File: config.mk
export PLATFORM = sky130hd
export DESIGN_NAME = grpci2_mst_cmd_sched
export DESIGN_NICKNAME = d
export VERILOG_FILES = /design/src/rtl/grpci2_mst_pkg.sv /design/src/rtl/grpci2_seg_len_calc.sv /design/src/rtl/grpci2_mst_cmd_sched.sv
export SDC_FILE = /design/constraint.sdc
export NUM_CORES = 1
export LEC_CHECK = 0
export ABC_AREA = 0
export ABC_CLOCK_PERIOD_IN_PS = 9770
export BUFFER_PORTS_ARGS = -buffer_cell sky130_fd_sc_hd__clkbuf_2
export CAP_MARGIN = 30
export CORE_AREA = 2 2 113 142
export DETAILED_ROUTE_END_ITERATION = 10
export DIE_AREA = 0 0 115 144
export PLACE_DENSITY = 0.77
export SYNTH_ARGS = -nofsm -noshare
export SYNTH_HDL_FRONTEND = slang
export SYNTH_SLANG_ARGS = --single-unit
File: constraint.sdc
create_clock -name clk -period 9.77 [get_ports clk]
set_clock_uncertainty 0.2 [all_clocks]
set_input_delay 0.977 -clock clk [delete_from_list [all_inputs] [get_ports clk]]
set_output_delay 0.977 -clock clk [all_outputs]
set_load 0.01 [all_outputs]
File: src/rtl/grpci2_mst_pkg.sv
// Shared types for the PCI master bridge command scheduling path.
// Latency: n/a (types and constants only).
// Backpressure: n/a.
package grpci2_mst_pkg;

  // Scheduler FSM states
  typedef enum logic [2:0] {
    ST_IDLE  = 3'd0,
    ST_ARB   = 3'd1,
    ST_ISSUE = 3'd2,
    ST_WAIT  = 3'd3,
    ST_RESP  = 3'd4
  } sched_state_e;

  // AXI response codes carried on wresp/rresp
  localparam logic [1:0] RESP_OKAY   = 2'b00;
  localparam logic [1:0] RESP_SLVERR = 2'b10;

endpackage

File: src/rtl/grpci2_seg_len_calc.sv
// Segment sizer: beats = min(remaining, cacheline cap, beats to next boundary).
// Latency: purely combinational.
// Backpressure: none, stateless.
module grpci2_seg_len_calc #(
  parameter int MAX_BURST = 16,
  parameter int BOUNDARY  = 1024
) (
  input  logic [8:0]  rem,
  input  logic [7:0]  cacheline_size,
  input  logic [31:0] addr,
  output logic [8:0]  beats
);

  localparam logic [8:0]  MAX_B = 9'(MAX_BURST);
  localparam logic [31:0] BND   = 32'(BOUNDARY);

  logic [8:0]  cap;
  logic [8:0]  tob;
  logic [8:0]  rem_cap;
  logic [31:0] tob_full;

  // Cap from cacheline (0 means no cacheline limit), beats to boundary, then three-way min
  always_comb begin
    cap = MAX_B;
    if (cacheline_size != 8'd0 && {1'b0, cacheline_size} < MAX_B) begin
      cap = {1'b0, cacheline_size};
    end
    tob_full = (BND - (addr & (BND - 32'd1))) >> 2;
    tob      = (tob_full > 32'd511) ? 9'd511 : tob_full[8:0];
    rem_cap  = (rem < cap) ? rem : cap;
    beats    = (rem_cap < tob) ? rem_cap : tob;
  end

endmodule

File: src/rtl/grpci2_mst_cmd_sched.sv
// Round-robin scheduler of write/read commands into capped, boundary-safe AHB segments.
// Latency: cmd ready 1 cycle after valid seen idle; seg_valid next cycle; resp 1 cycle after last seg_done.
// Backpressure: one command in flight; seg_valid held until seg_ready, resp held until its ready.
module grpci2_mst_cmd_sched
  import grpci2_mst_pkg::*;
#(
  parameter int MAX_BURST = 16,
  parameter int BOUNDARY  = 1024
) (
  input  logic        clk,
  input  logic        rst,
  input  logic [7:0]  cacheline_size,
  input  logic [3:0]  wcmd_id,
  input  logic [7:0]  wcmd_len,
  input  logic [63:0] wcmd_addr,
  input  logic        wcmd_valid,
  output logic        wcmd_ready,
  input  logic [3:0]  rcmd_id,
  input  logic [7:0]  rcmd_len,
  input  logic [63:0] rcmd_addr,
  input  logic        rcmd_valid,
  output logic        rcmd_ready,
  output logic [3:0]  wresp_id,
  output logic [7:0]  wresp_len,
  output logic [1:0]  wresp_err,
  output logic        wresp_valid,
  input  logic        wresp_ready,
  output logic [3:0]  rresp_id,
  output logic [7:0]  rresp_len,
  output logic [1:0]  rresp_err,
  output logic        rresp_valid,
  input  logic        rresp_ready,
  output logic        seg_write,
  output logic [31:0] seg_addr,
  output logic [7:0]  seg_len,
  output logic        seg_first,
  output logic        seg_last,
  output logic [7:0]  seg_beat_base,
  output logic        seg_valid,
  input  logic        seg_ready,
  input  logic        seg_done,
  input  logic [1:0]  seg_err
);

  sched_state_e state_q, state_d;

  logic        rr_rd_q,  rr_rd_d;   // 1: read has priority on the next tie
  logic        dir_wr_q, dir_wr_d;  // direction of the command in flight
  logic [3:0]  id_q,     id_d;
  logic [7:0]  len_q,    len_d;
  logic [31:0] addr_q,   addr_d;
  logic [8:0]  rem_q,    rem_d;
  logic [8:0]  beats_q,  beats_d;
  logic [7:0]  base_q,   base_d;
  logic        first_q,  first_d;
  logic [1:0]  err_q,    err_d;

  logic        grant_w;
  logic        grant_r;
  logic [63:0] win_addr;
  logic        addr_bad;
  logic        seg_is_last;
  logic        resp_hs;
  logic [8:0]  calc_beats;

  // Arbitration: the rr pointer only matters when both sides request
  assign grant_w     = (state_q == ST_ARB) && wcmd_valid && (!rcmd_valid || !rr_rd_q);
  assign grant_r     = (state_q == ST_ARB) && rcmd_valid && (!wcmd_valid ||  rr_rd_q);
  assign win_addr    = grant_w ? wcmd_addr : rcmd_addr;
  assign addr_bad    = (win_addr[63:32] != 32'd0) || (win_addr[1:0] != 2'b00);
  assign seg_is_last = (beats_q == rem_q);
  assign resp_hs     = (state_q == ST_RESP) && (dir_wr_q ? wresp_ready : rresp_ready);

  // Sizer sees the values the segment will start from, so its result is frozen on ISSUE entry
  grpci2_seg_len_calc #(
    .MAX_BURST (MAX_BURST),
    .BOUNDARY  (BOUNDARY)
  ) u_seg_len_calc (
    .rem            (rem_d),
    .cacheline_size (cacheline_size),
    .addr           (addr_d),
    .beats          (calc_beats)
  );

  // State register
  always_ff @(posedge clk) begin
    if (rst) begin
      state_q <= ST_IDLE;
    end else begin
      state_q <= state_d;
    end
  end

  // Next-state logic
  always_comb begin
    state_d = state_q;
    case (state_q)
      ST_IDLE:  if (wcmd_valid || rcmd_valid) state_d = ST_ARB;
      ST_ARB: begin
        if (grant_w || grant_r) state_d = addr_bad ? ST_RESP : ST_ISSUE;
        else                    state_d = ST_IDLE;
      end
      ST_ISSUE: if (seg_ready) state_d = ST_WAIT;
      ST_WAIT:  if (seg_done)  state_d = seg_is_last ? ST_RESP : ST_ISSUE;
      ST_RESP:  if (resp_hs)   state_d = ST_IDLE;
      default:  state_d = ST_IDLE;
    endcase
  end

  // Command context: latch at grant, advance per completed segment, clear error on response
  always_comb begin
    rr_rd_d  = rr_rd_q;
    dir_wr_d = dir_wr_q;
    id_d     = id_q;
    len_d    = len_q;
    addr_d   = addr_q;
    rem_d    = rem_q;
    base_d   = base_q;
    first_d  = first_q;
    err_d    = err_q;
    case (state_q)
      ST_ARB: begin
        if (grant_w || grant_r) begin
          rr_rd_d  = grant_w;
          dir_wr_d = grant_w;
          id_d     = grant_w ? wcmd_id  : rcmd_id;
          len_d    = grant_w ? wcmd_len : rcmd_len;
          addr_d   = win_addr[31:0];
          rem_d    = {1'b0, len_d} + 9'd1;
          base_d   = 8'd0;
          first_d  = 1'b1;
          err_d    = addr_bad ? RESP_SLVERR : RESP_OKAY;
        end
      end
      ST_WAIT: begin
        if (seg_done) begin
          err_d   = err_q | ((seg_err != 2'b00) ? RESP_SLVERR : RESP_OKAY);
          addr_d  = addr_q + {21'd0, beats_q, 2'b00};
          rem_d   = rem_q - beats_q;
          base_d  = base_q + beats_q[7:0];
          first_d = 1'b0;
        end
      end
      ST_RESP: begin
        if (resp_hs) err_d = RESP_OKAY;
      end
      default: ;
    endcase
  end

  // Segment size is captured only when a segment starts, keeping fields stable while issued
  assign beats_d = (state_d == ST_ISSUE && state_q != ST_ISSUE) ? calc_beats : beats_q;

  // Command context registers
  always_ff @(posedge clk) begin
    if (rst) begin
      rr_rd_q  <= 1'b0;
      dir_wr_q <= 1'b0;
      id_q     <= 4'd0;
      len_q    <= 8'd0;
      addr_q   <= 32'd0;
      rem_q    <= 9'd0;
      beats_q  <= 9'd0;
      base_q   <= 8'd0;
      first_q  <= 1'b0;
      err_q    <= RESP_OKAY;
    end else begin
      rr_rd_q  <= rr_rd_d;
      dir_wr_q <= dir_wr_d;
      id_q     <= id_d;
      len_q    <= len_d;
      addr_q   <= addr_d;
      rem_q    <= rem_d;
      beats_q  <= beats_d;
      base_q   <= base_d;
      first_q  <= first_d;
      err_q    <= err_d;
    end
  end

  // Outputs: handshakes decoded from state, payloads straight from the context registers
  always_comb begin
    wcmd_ready    = grant_w;
    rcmd_ready    = grant_r;
    seg_valid     = (state_q == ST_ISSUE);
    wresp_valid   = (state_q == ST_RESP) &&  dir_wr_q;
    rresp_valid   = (state_q == ST_RESP) && !dir_wr_q;
    seg_write     = dir_wr_q;
    seg_addr      = addr_q;
    seg_len       = beats_q[7:0] - 8'd1;
    seg_first     = first_q;
    seg_last      = seg_is_last;
    seg_beat_base = base_q;
    wresp_id      = id_q;
    wresp_len     = len_q;
    wresp_err     = err_q;
    rresp_id      = id_q;
    rresp_len     = len_q;
    rresp_err     = err_q;
  end

endmodule

==> results of run 1 <==
cells in the mapped netlist, types with 4 or more instances:
| cell | count | share of area |
|---|---|---|
| nor3_1 | 17 | 0.014 |
| nand3_1 | 33 | 0.026 |
| clkbuf_1 | 27 | 0.016 |
| o22ai_1 | 5 | 0.0050 |
| o21bai_1 | 4 | 0.0048 |
| ha_1 | 41 | 0.082 |
| buf_1 | 8 | 0.0048 |
| and2_1 | 8 | 0.0080 |
| o211ai_1 | 4 | 0.0048 |
| buf_4 | 16 | 0.019 |
| a221oi_1 | 12 | 0.017 |
| nor2b_1 | 9 | 0.0090 |
| a21o_1 | 9 | 0.011 |
| or2_2 | 4 | 0.0040 |
| nor4_1 | 21 | 0.021 |
| xor2_1 | 19 | 0.026 |
| a211oi_1 | 10 | 0.012 |
| o21ai_0 | 29 | 0.023 |
| and3_1 | 14 | 0.014 |
| a222oi_1 | 4 | 0.0064 |
| nor2_1 | 94 | 0.056 |
| nand3b_1 | 4 | 0.0048 |
| mux2i_1 | 13 | 0.021 |
| a21oi_1 | 69 | 0.055 |
| inv_1 | 33 | 0.020 |
| a22oi_1 | 9 | 0.011 |
| or4_1 | 4 | 0.0048 |
| a31oi_1 | 14 | 0.014 |
| nand4_1 | 14 | 0.014 |
| xnor2_1 | 25 | 0.035 |
| a311oi_1 | 9 | 0.013 |
| nand2_1 | 124 | 0.074 |
| dfxtp_1 | 76 | 0.24 |
| o311ai_1 | 4 | 0.0056 |
| nand2b_1 | 7 | 0.0070 |
critical path: stages:
cell and delay (ns):
clkbuf_2 0.13, and4bb_4 0.23, nand2_4 0.39, clkinv_1 0.16
buf_4 0.31, and3_1 0.26, o221ai_1 0.28, a21oi_1 0.09
xnor2_1 0.14, a221oi_1 0.55, inv_1 0.11, ha_1 0.32
nand3_1 0.10, nor2_1 0.10, a21boi_0 0.24, nor2_1 0.10
nand3_1 0.28, mux2i_1 0.29, ha_1 0.28, a21oi_1 0.15
nor2b_1 0.06, o21ai_0 0.14, a21o_1 0.13, a21oi_1 0.06
a211o_1 0.27, o21ai_4 0.38, mux2_1 0.36, a22o_1 0.17
layer usage:
metal / share of wire / routed length [um] / vias to the layer above
met5: 0 / 0 / -
met4: 0.020 / 451 / 0
met3: 0.066 / 1464 / 33
met2: 0.48 / 10710 / 314
met1: 0.43 / 9678 / 3304
li1: - / - / 3541
cells by family after synthesis:
group	share of synthesized area
compound gates	0.2230
xor+xnor	0.06128
fa+ha+maj	0.09113
buf+inv	0.06466
flops	0.2419
mux	0.03024
other cells	0.001194
simple gates	0.2865
worst max path at each step:
stage	slack, ns	end	depth (start not counted)
finish	2.73	beats_q[2]	28
global route	2.12	beats_q[2]	31
CTS	2.73	beats_q[2]	28
detailed placement	2.40	beats_q[2]	28
global placement	2.54	beats_q[2]	28
floorplan	2.67	beats_q[2]	33
per-stage QoR:
stage	instance area, um^2	utilization
detailed placement	7579	0.4949
floorplan	6304	-
CTS	7843	0.5121
finish	7843	0.5121
global route	7843	0.5121
global placement	7579	0.4949
layout by cell type (no fill, tap or decap), types with 14 or more instances in the layout:
cell / Yosys / layout
nand2_1: 124 / 124
nor3_1: 17 / 17
and3_1: 14 / 14
a31oi_1: 14 / 14
nor2_1: 94 / 94
ha_1: 41 / 41
nand3_1: 33 / 33
dfxtp_1: 76 / 76
clkbuf_2: 0 / 251
xor2_1: 19 / 19
xnor2_1: 25 / 25
inv_1: 33 / 33
nand4_1: 14 / 14
o21ai_0: 29 / 29
nor4_1: 21 / 21
a21oi_1: 69 / 69
power breakdown:
group | internal (uW) | switching (uW) | total [uW]
clock network | 179 | 132 | 310
registers | 328 | 20.4 | 348
logic | 131 | 182 | 314
state kept, by name, summed over array words and instances, names as in the netlist:
name / cells
beats_q: 9
rem_q: 9
rresp_err: 1
rresp_id: 4
rresp_len: 8
seg_addr: 32
seg_beat_base: 8
seg_first: 1
seg_write: 1
state_q: 3
area by class of cell:
| cell class | instances | area (um^2) |
|---|---|---|
| clock buffer | 14 | 254.0 |
| clock inverter | 2 | 10.01 |
| fill | 1561 | 7472 |
| inverter | 34 | 127.6 |
| multi-input combinational | 695 | 4382 |
| sequential | 76 | 1521 |
| tap | 185 | 231.5 |
| timing repair buffer | 259 | 1316 |
==> metrics.cfg, run 1 <==
[routing]
wirelength_um=22300
dr.pass1.iters=5
drt_iter0_drc=694
ant_nets=0
routedWlPerCell_um=17.63
drc_errors=0
viasPerCell=5.685
num_vias=7192

[place]
dp.cells=1249
place_congestion=0.9077
hpwl_um=17430
port_buffers=251
post-place-ws_ns=2.401

[synthesis]
synth_cells=855
synth_edf_count=0
avgSynthCellArea_um2=7.355
ys_types=74
seq_area_frac_synth=0.2419
async_flop_share=0
synthFlopType=dfxtp_1
ys_warn_count=0
synthesis.area_um2=6289
synth_seq_cells=76

[floorplan]
initial_utilization=0.4106
coreArea_um2=15310
ios=254
die_h_um=144
fp-row-count=51
die-area_um2=16560
die_w_um=115

[power]
p_leak_uw=0.003650
ir_drop_mv=0.08534
powerDensity_nw_per_um2=124.0
power_uw=972.6

[worst_setup_path]
cp-end-kind=register
regToRegEndpoint=beats_q[2]
r2r_slack_ns=2.87
worstPathMaxFanout=44
reg2reg_depth=27
cp-start-kind=input pin
arrival_ns=7.08
worst_ep_required_time_ns=9.81
critical_path_class=input pin to register
reg2reg_from=state_q[2]
crit_path_start=wcmd_valid

[min_path]
min_to=rresp_len[1]
holdCritPathClass=register to register
hold_depth=2
min_from=rresp_len[1]

[global_routing]
grt_usage=0.2638
use_met2=0.4477
met1_usage=0.3441
met3_usage=0.04065
grt_pass1_wl_um=34360
antenna_found_initial=0
grt_overflow=0
grt_most_used_layer=met2
grt_pass1_vias=6649
grt_max_degree=45

[sta]
worst_pin_slew_ns=0.9670
hold_viol=0
slew_violations=0
relSlewSlack=0.3529
fin_crit_ns=7.043
fin_setup_tns_ns=0
grt_setup_unrepaired=false
setup_violations=0
fin_ws_ns=2.727
max_freq_ghz=0.1420
finalCritPeriodShare=0.7209
hold_slack_ns=0.2868

[clocking]
clkLatencyLatePin_ns=0.34
cts-root-buf=clkbuf_16
numClockSinks=76
cts_resized=0
cts_made_buffers=9
hold_buffers=0
cts-htree-levels=3
clkTransAtPathRegs_ns=0.06
post_cts_buffers=0
cts_tree=built
clockBufferDepth=2

[finish]
area_growth_syn_to_layout_pct=24.71
instances_no_fill=1265
diodes=0
layout.nets=1289
drive_gt1_frac=0.2713

[run]
cap_violations=0

[run_status]
outcome=finished, final reports clean

Power figures use the tool's default switching activity.
==> run 2, diff against run 1 <==
Settings changed: ABC_CLOCK_PERIOD_IN_PS 9770 to 6200, PLACE_DENSITY 0.77 to 0.8.
Clock period 9.77 ns to 6.2 ns, I/O delays scaled along.
==> metrics.cfg, run 2 (synthesis results as in run 1) <==
[global_routing]
grt_overflow=0  ; unchanged
grt_usage=0.2698  ; was 0.2638
grt_pass1_wl_um=34820  ; was 34360 um
grt_pass1_vias=6718  ; was 6649
grt_max_degree=38  ; was 45
antenna_found_initial=0  ; unchanged

[sta]
slew_violations=0  ; unchanged
hold_viol=0  ; unchanged
finalCritPeriodShare=0.9457
max_freq_ghz=0.1706
setup_violations=0  ; unchanged
fin_setup_tns_ns=0  ; unchanged
fin_crit_ns=5.863
worst_pin_slew_ns=0.8906  ; was 0.9670 ns
grt_setup_unrepaired=false  ; unchanged
relSlewSlack=0.3909  ; was 0.3529

[worst_setup_path]
crit_top_cell=ha_1  ; was a21oi_1
arrival_ns=5.90  ; was 7.08 ns
crit_family=compound AO/OA/AOI/OAI gates  ; unchanged
cp-start-kind=input pin  ; unchanged
cp-end-kind=register  ; unchanged
critical_path_class=input pin to register  ; unchanged
worst_ep_required_time_ns=6.23  ; was 9.81 ns
crit_path_top_delay_cell=mux2_1  ; was a221oi_1
cpPeakStageDelay_ns=0.34  ; was 0.55 ns
worstPathMaxFanout=8  ; was 44
crit_buf_inv=2  ; was 4

[run]
cap_violations=0  ; unchanged

[routing]
routedWlPerCell_um=17.64  ; was 17.63 um
dr.pass1.iters=5  ; unchanged
viasPerCell=5.718  ; was 5.685
num_vias=7371  ; was 7192
wirelength_um=22740  ; was 22300 um
drc_errors=0  ; unchanged
drt_iter0_drc=605  ; was 694
ant_nets=0  ; unchanged

[power]
combPwrFrac=0.336  ; was 0.323
p_leak_uw=0.003787  ; was 0.003650 uW
seq_power_share=0.350  ; was 0.358
p_clk_frac=0.314  ; was 0.319
switching_share=0.3398  ; was 0.3441
switchingPower_uw=531.0  ; was 334.7 uW
ir_drop_mv=0.1188  ; was 0.08534 mV
powerDensity_nw_per_um2=194.3  ; was 124.0 nW/um^2
intPower_uw=1032  ; was 637.9 uW

[place]
postPlaceCellArea_um2=7772  ; was 7579 um^2
hpwl_um=18000  ; was 17430 um
port_buffers=251  ; unchanged
place_congestion=0.9253  ; was 0.9077

[clocking]
cts_tree=built  ; unchanged
clockBufferDepth=2  ; unchanged
post_cts_buffers=0  ; unchanged
numClockSinks=76  ; unchanged
cts-root-buf=clkbuf_16  ; unchanged
clkTransAtPathRegs_ns=0.06  ; about the same
cts_made_buffers=9  ; unchanged
clkLatencyLatePin_ns=0.34  ; about the same
cts-htree-levels=3  ; unchanged

[finish]
multi_input_area_um2=4387  ; was 4382 um^2
largest_reg_flops=32  ; unchanged
layout.nets=1314  ; was 1289
drive_gt1_frac=0.2917  ; was 0.2713
diodes=0  ; unchanged
fillers=1492  ; was 1561
seq_area_um2=1523  ; was 1521 um^2
final_cell_area_um2=8044  ; was 7843 um^2
layout_commonest_cell=clkbuf_2  ; unchanged
final_cell_mix=clkbuf_2, nand2_1, nor2_1, dfxtp_1, a21oi_1  ; unchanged
area_growth_syn_to_layout_pct=27.91  ; was 24.71%

[floorplan]
initial_utilization=0.4106  ; unchanged
ios=254  ; unchanged
die-area_um2=16560  ; unchanged
die_w_um=115  ; unchanged
die_h_um=144  ; unchanged
coreArea_um2=15310  ; unchanged
fp-row-count=51  ; unchanged

[min_path]
holdCritPathClass=register to register  ; unchanged

[run_status]
outcome=finished, final reports clean  ; unchanged

-- run 2: power groups by stage --
stage	logic [uW]	registers (uW)	clock network (uW)
finish	525	547	490
global route	580	551	522
CTS	520	546	499
detailed placement	517	557	0
global placement	512	556	0
floorplan	325	559	0
-- run 2: per-layer routing --
layer | global-route usage | part of all wire | wire, um
met3 | 0.05407 | 0.081 | 1844
met2 | 0.4517 | 0.47 | 10610
met5 | 0 | 0 | 0
met4 | 0.1008 | 0.033 | 752
met1 | 0.3417 | 0.42 | 9540
-- run 2: worst register-to-register path: cells and delay by family, from the launching register on --
family / cells / cell delay, ns
AO/OA/AOI/OAI: 11 / 1.84
XOR/XNOR: 1 / 0.16
adder cells (fa/ha/maj): 4 / 1.23
buffers and inverters: 2 / 0.15
flip-flops: 1 / 0.52
multiplexers: 3 / 0.83
AND/OR/NAND/NOR: 7 / 0.80
-- run 2: worst paths after layout --
path | end | start | cells past startpoint | slack [ns]
setup reg to reg | beats_q[2] | beats_q[0] | 28 | 0.37
setup / recovery | beats_q[2] | wcmd_valid | 29 | 0.34
hold reg to reg | rresp_len[1] | rresp_len[1] | 2 | 0.27
hold / removal | rresp_len[1] | rresp_len[1] | 2 | 0.27
-- run 2: layout make-up --
cell class | count | area share
inverter | 34 | 0.01602
clock buffer | 13 | 0.03235
sequential | 76 | 0.1893
tap | 185 | 0.02878
timing repair buffer | 284 | 0.1870
clock inverter | 2 | 0.001244
multi-input combinational | 695 | 0.5453
-- run 2: timing repair --
action                                  CTS  global route
hold buffers                              0             0
hold endpoints to repair                  0             0
endpoints found under the setup margin    0             1
gates resized for setup                   0             3
-- run 2: metrics by stage --
| step | util | cells | hold slack (ns) | setup slack [ns] | total power, uW |
|---|---|---|---|---|---|
| 2_1_floorplan | - | 859 | 0.2921 | 0.01814 | 884.4 |
| 3_3_place_gp | 0.5075 | 1274 | 0.2600 | 0.1504 | 1068 |
| 3_5_place_dp | 0.5075 | 1274 | 0.2646 | -0.04821 | 1074 |
| 4_1_cts | 0.5252 | 1289 | 0.2723 | 0.3105 | 1566 |
| 5_1_grt | 0.5252 | 1289 | 0.2942 | 0.07705 | 1652 |
| 6_report | 0.5252 | 1289 | 0.2719 | 0.3369 | 1563 |
==> run 3, diff against run 2 <==
Settings changed: ABC_CLOCK_PERIOD_IN_PS 6200 to not set, CORE_AREA 2 2 113 142 to 2 2 132 167, DIE_AREA 0 0 115 144 to 0 0 134 169, PLACE_DENSITY 0.8 to 0.65, SYNTH_HIERARCHICAL set to 1.
==> metrics.cfg, run 3 <==
[run_status]
outcome=finished, final reports clean  ; unchanged

[routing]
highest_layer=met4  ; unchanged
met1Wirelength_um=10570  ; was 9540 um
routedWlPerCell_um=17.41  ; was 17.64 um
wl_met2_um=12280  ; was 10610 um
drt_iter0_drc=496  ; was 605
viasPerCell=5.294  ; was 5.718
wirelength_um=24720  ; was 22740 um
drc_errors=0  ; unchanged
num_vias=7518  ; was 7371
ant_nets=0  ; unchanged
wl_met3_um=1308  ; was 1844 um
dr.pass1.iters=5  ; unchanged

[power]
power_uw=1580  ; was 1563 uW
ir_drop_mv=0.1407  ; was 0.1188 mV
powerDensity_nw_per_um2=187.9  ; was 194.3 nW/um^2
p_leak_uw=0.003928  ; was 0.003787 uW

[place]
port_buffers=251  ; unchanged
post-place-ws_ns=0.4087  ; was -0.04821 ns
hpwl_um=19520  ; was 18000 um
postPlaceCellArea_um2=8114  ; was 7772 um^2
place_congestion=0.9293  ; was 0.9253
dp.cells=1403  ; was 1274

[floorplan]
initial_utilization=0.3110  ; was 0.4106
coreArea_um2=21100  ; was 15310 um^2
die-area_um2=22650  ; was 16560 um^2
die_w_um=134  ; was 115 um
die_h_um=169  ; was 144 um
ios=254  ; unchanged
fp-row-count=60  ; was 51

[synthesis]
synth_cells=898  ; was 855
synthesis.area_um2=6561  ; was 6289 um^2
ys_warn_count=6  ; was 0
avgSynthCellArea_um2=7.307  ; was 7.355 um^2

[finish]
instances_no_fill=1420  ; was 1289
final_cell_mix=clkbuf_2, nand2_1, dfxtp_1, a21oi_1, nor2_1  ; was clkbuf_2, nand2_1, nor2_1, dfxtp_1, a21oi_1
multi_input_area_um2=4648  ; was 4387 um^2
layout_commonest_cell=clkbuf_2  ; unchanged
drive_gt1_frac=0.2717  ; was 0.2917
final_cell_area_um2=8407  ; was 8044 um^2
largest_reg_flops=32  ; unchanged
fillers=2241  ; was 1492
diodes=0  ; unchanged
area_growth_syn_to_layout_pct=28.13  ; was 27.91%
layout.nets=1350  ; was 1314
seq_area_um2=1521  ; was 1523 um^2

[worst_setup_path]
crit_path_top_delay_cell=dfxtp_1  ; was mux2_1
cp-start-kind=register  ; was input pin
crit_top_cell=mux2i_1  ; was ha_1
worst_ep_required_time_ns=6.29  ; was 6.23 ns
critical_path_class=register to register  ; was input pin to register
cp-end-kind=register  ; unchanged
arrival_ns=5.64  ; was 5.90 ns
cpPeakStageDelay_ns=0.48  ; was 0.34 ns
worstPathMaxFanout=10  ; was 8

[clocking]
clkLatencyLatePin_ns=0.36  ; was 0.34 ns
numClockSinks=76  ; unchanged
cts_made_buffers=9  ; unchanged
hold_buffers=0  ; unchanged
clkTransAtPathRegs_ns=0.07  ; was 0.06 ns
cts-htree-levels=3  ; unchanged
cts-root-buf=clkbuf_16  ; unchanged
cts_tree=built  ; unchanged
clockBufferDepth=2  ; unchanged

[global_routing]
grt_max_degree=53  ; was 38
grt_overflow=0  ; unchanged
grt_pass1_wl_um=37390  ; was 34820 um
grt_usage=0.2110  ; was 0.2698
grt_pass1_vias=6923  ; was 6718
antenna_found_initial=0  ; unchanged

[sta]
max_freq_ghz=0.1801  ; was 0.1706 GHz
grt_setup_unrepaired=false  ; unchanged
hold_viol=0  ; unchanged
setup_violations=0  ; unchanged
fin_crit_ns=5.554  ; was 5.863 ns
relSlewSlack=0.4760  ; was 0.3909
slew_violations=0  ; unchanged
fin_setup_tns_ns=0  ; unchanged
finalCritPeriodShare=0.8958  ; was 0.9457
fin_ws_ns=0.6463  ; was 0.3369 ns
worst_pin_slew_ns=0.7808  ; was 0.8906 ns

[run]
cap_violations=0  ; unchanged

[min_path]
holdCritPathClass=register to register  ; unchanged

## run 3: per-stage QoR
stage               hold slack, ns  utilization
floorplan                   0.2547            -
global placement            0.2719       0.3833
detailed placement          0.2831       0.3846
CTS                         0.2926       0.3978
global route                0.3227       0.3985
finish                      0.2865       0.3985
## run 3: worst paths after layout
kind                    from    endpoint  slack, ns  cells after the start
setup / recovery  state_q[0]  beats_q[7]       0.65                     28
setup reg to reg  state_q[0]  beats_q[7]       0.65                     28
hold / removal    beats_q[7]  beats_q[7]       0.29                      2
hold reg to reg   beats_q[7]  beats_q[7]       0.29                      2
## run 3: power by group
group,leakage (uW),internal [uW],total [uW],switching [uW]
logic,0.00317,222,511,289
clock network,0.000135,282,514,233
registers,0.000619,519,555,35.8
## run 3: layer usage
layer	up-vias	GRT usage
li1	3726	-
met2	290	0.3766
met4	0	0.07586
met5	-	0
met3	29	0.01827
met1	3473	0.2637
## run 3: repair_timing
action                                  CTS  global route
gates resized for setup                   0             2
setup buffers                             0             1
endpoints found under the setup margin    0             8
## run 3: critical path: cells and delay by family (launching register included)
kind	cells	cell delay, ns
AND/OR/NAND/NOR	12	1.72
multiplexers	4	0.68
flip-flops	1	0.48
buffers and inverters	3	0.42
adder cells (fa/ha/maj)	3	0.88
XOR/XNOR	1	0.13
AO/OA/AOI/OAI	5	0.97
## run 3: area by class of cell
type,instances,area share
Sequential cell,76,0.1810
Timing Repair Buffer,276,0.1741
Multi-Input combinational cell,734,0.5529
Clock buffer,10,0.02843
Tap cell,279,0.04152
Inverter,39,0.01741
Clock inverter,6,0.004614
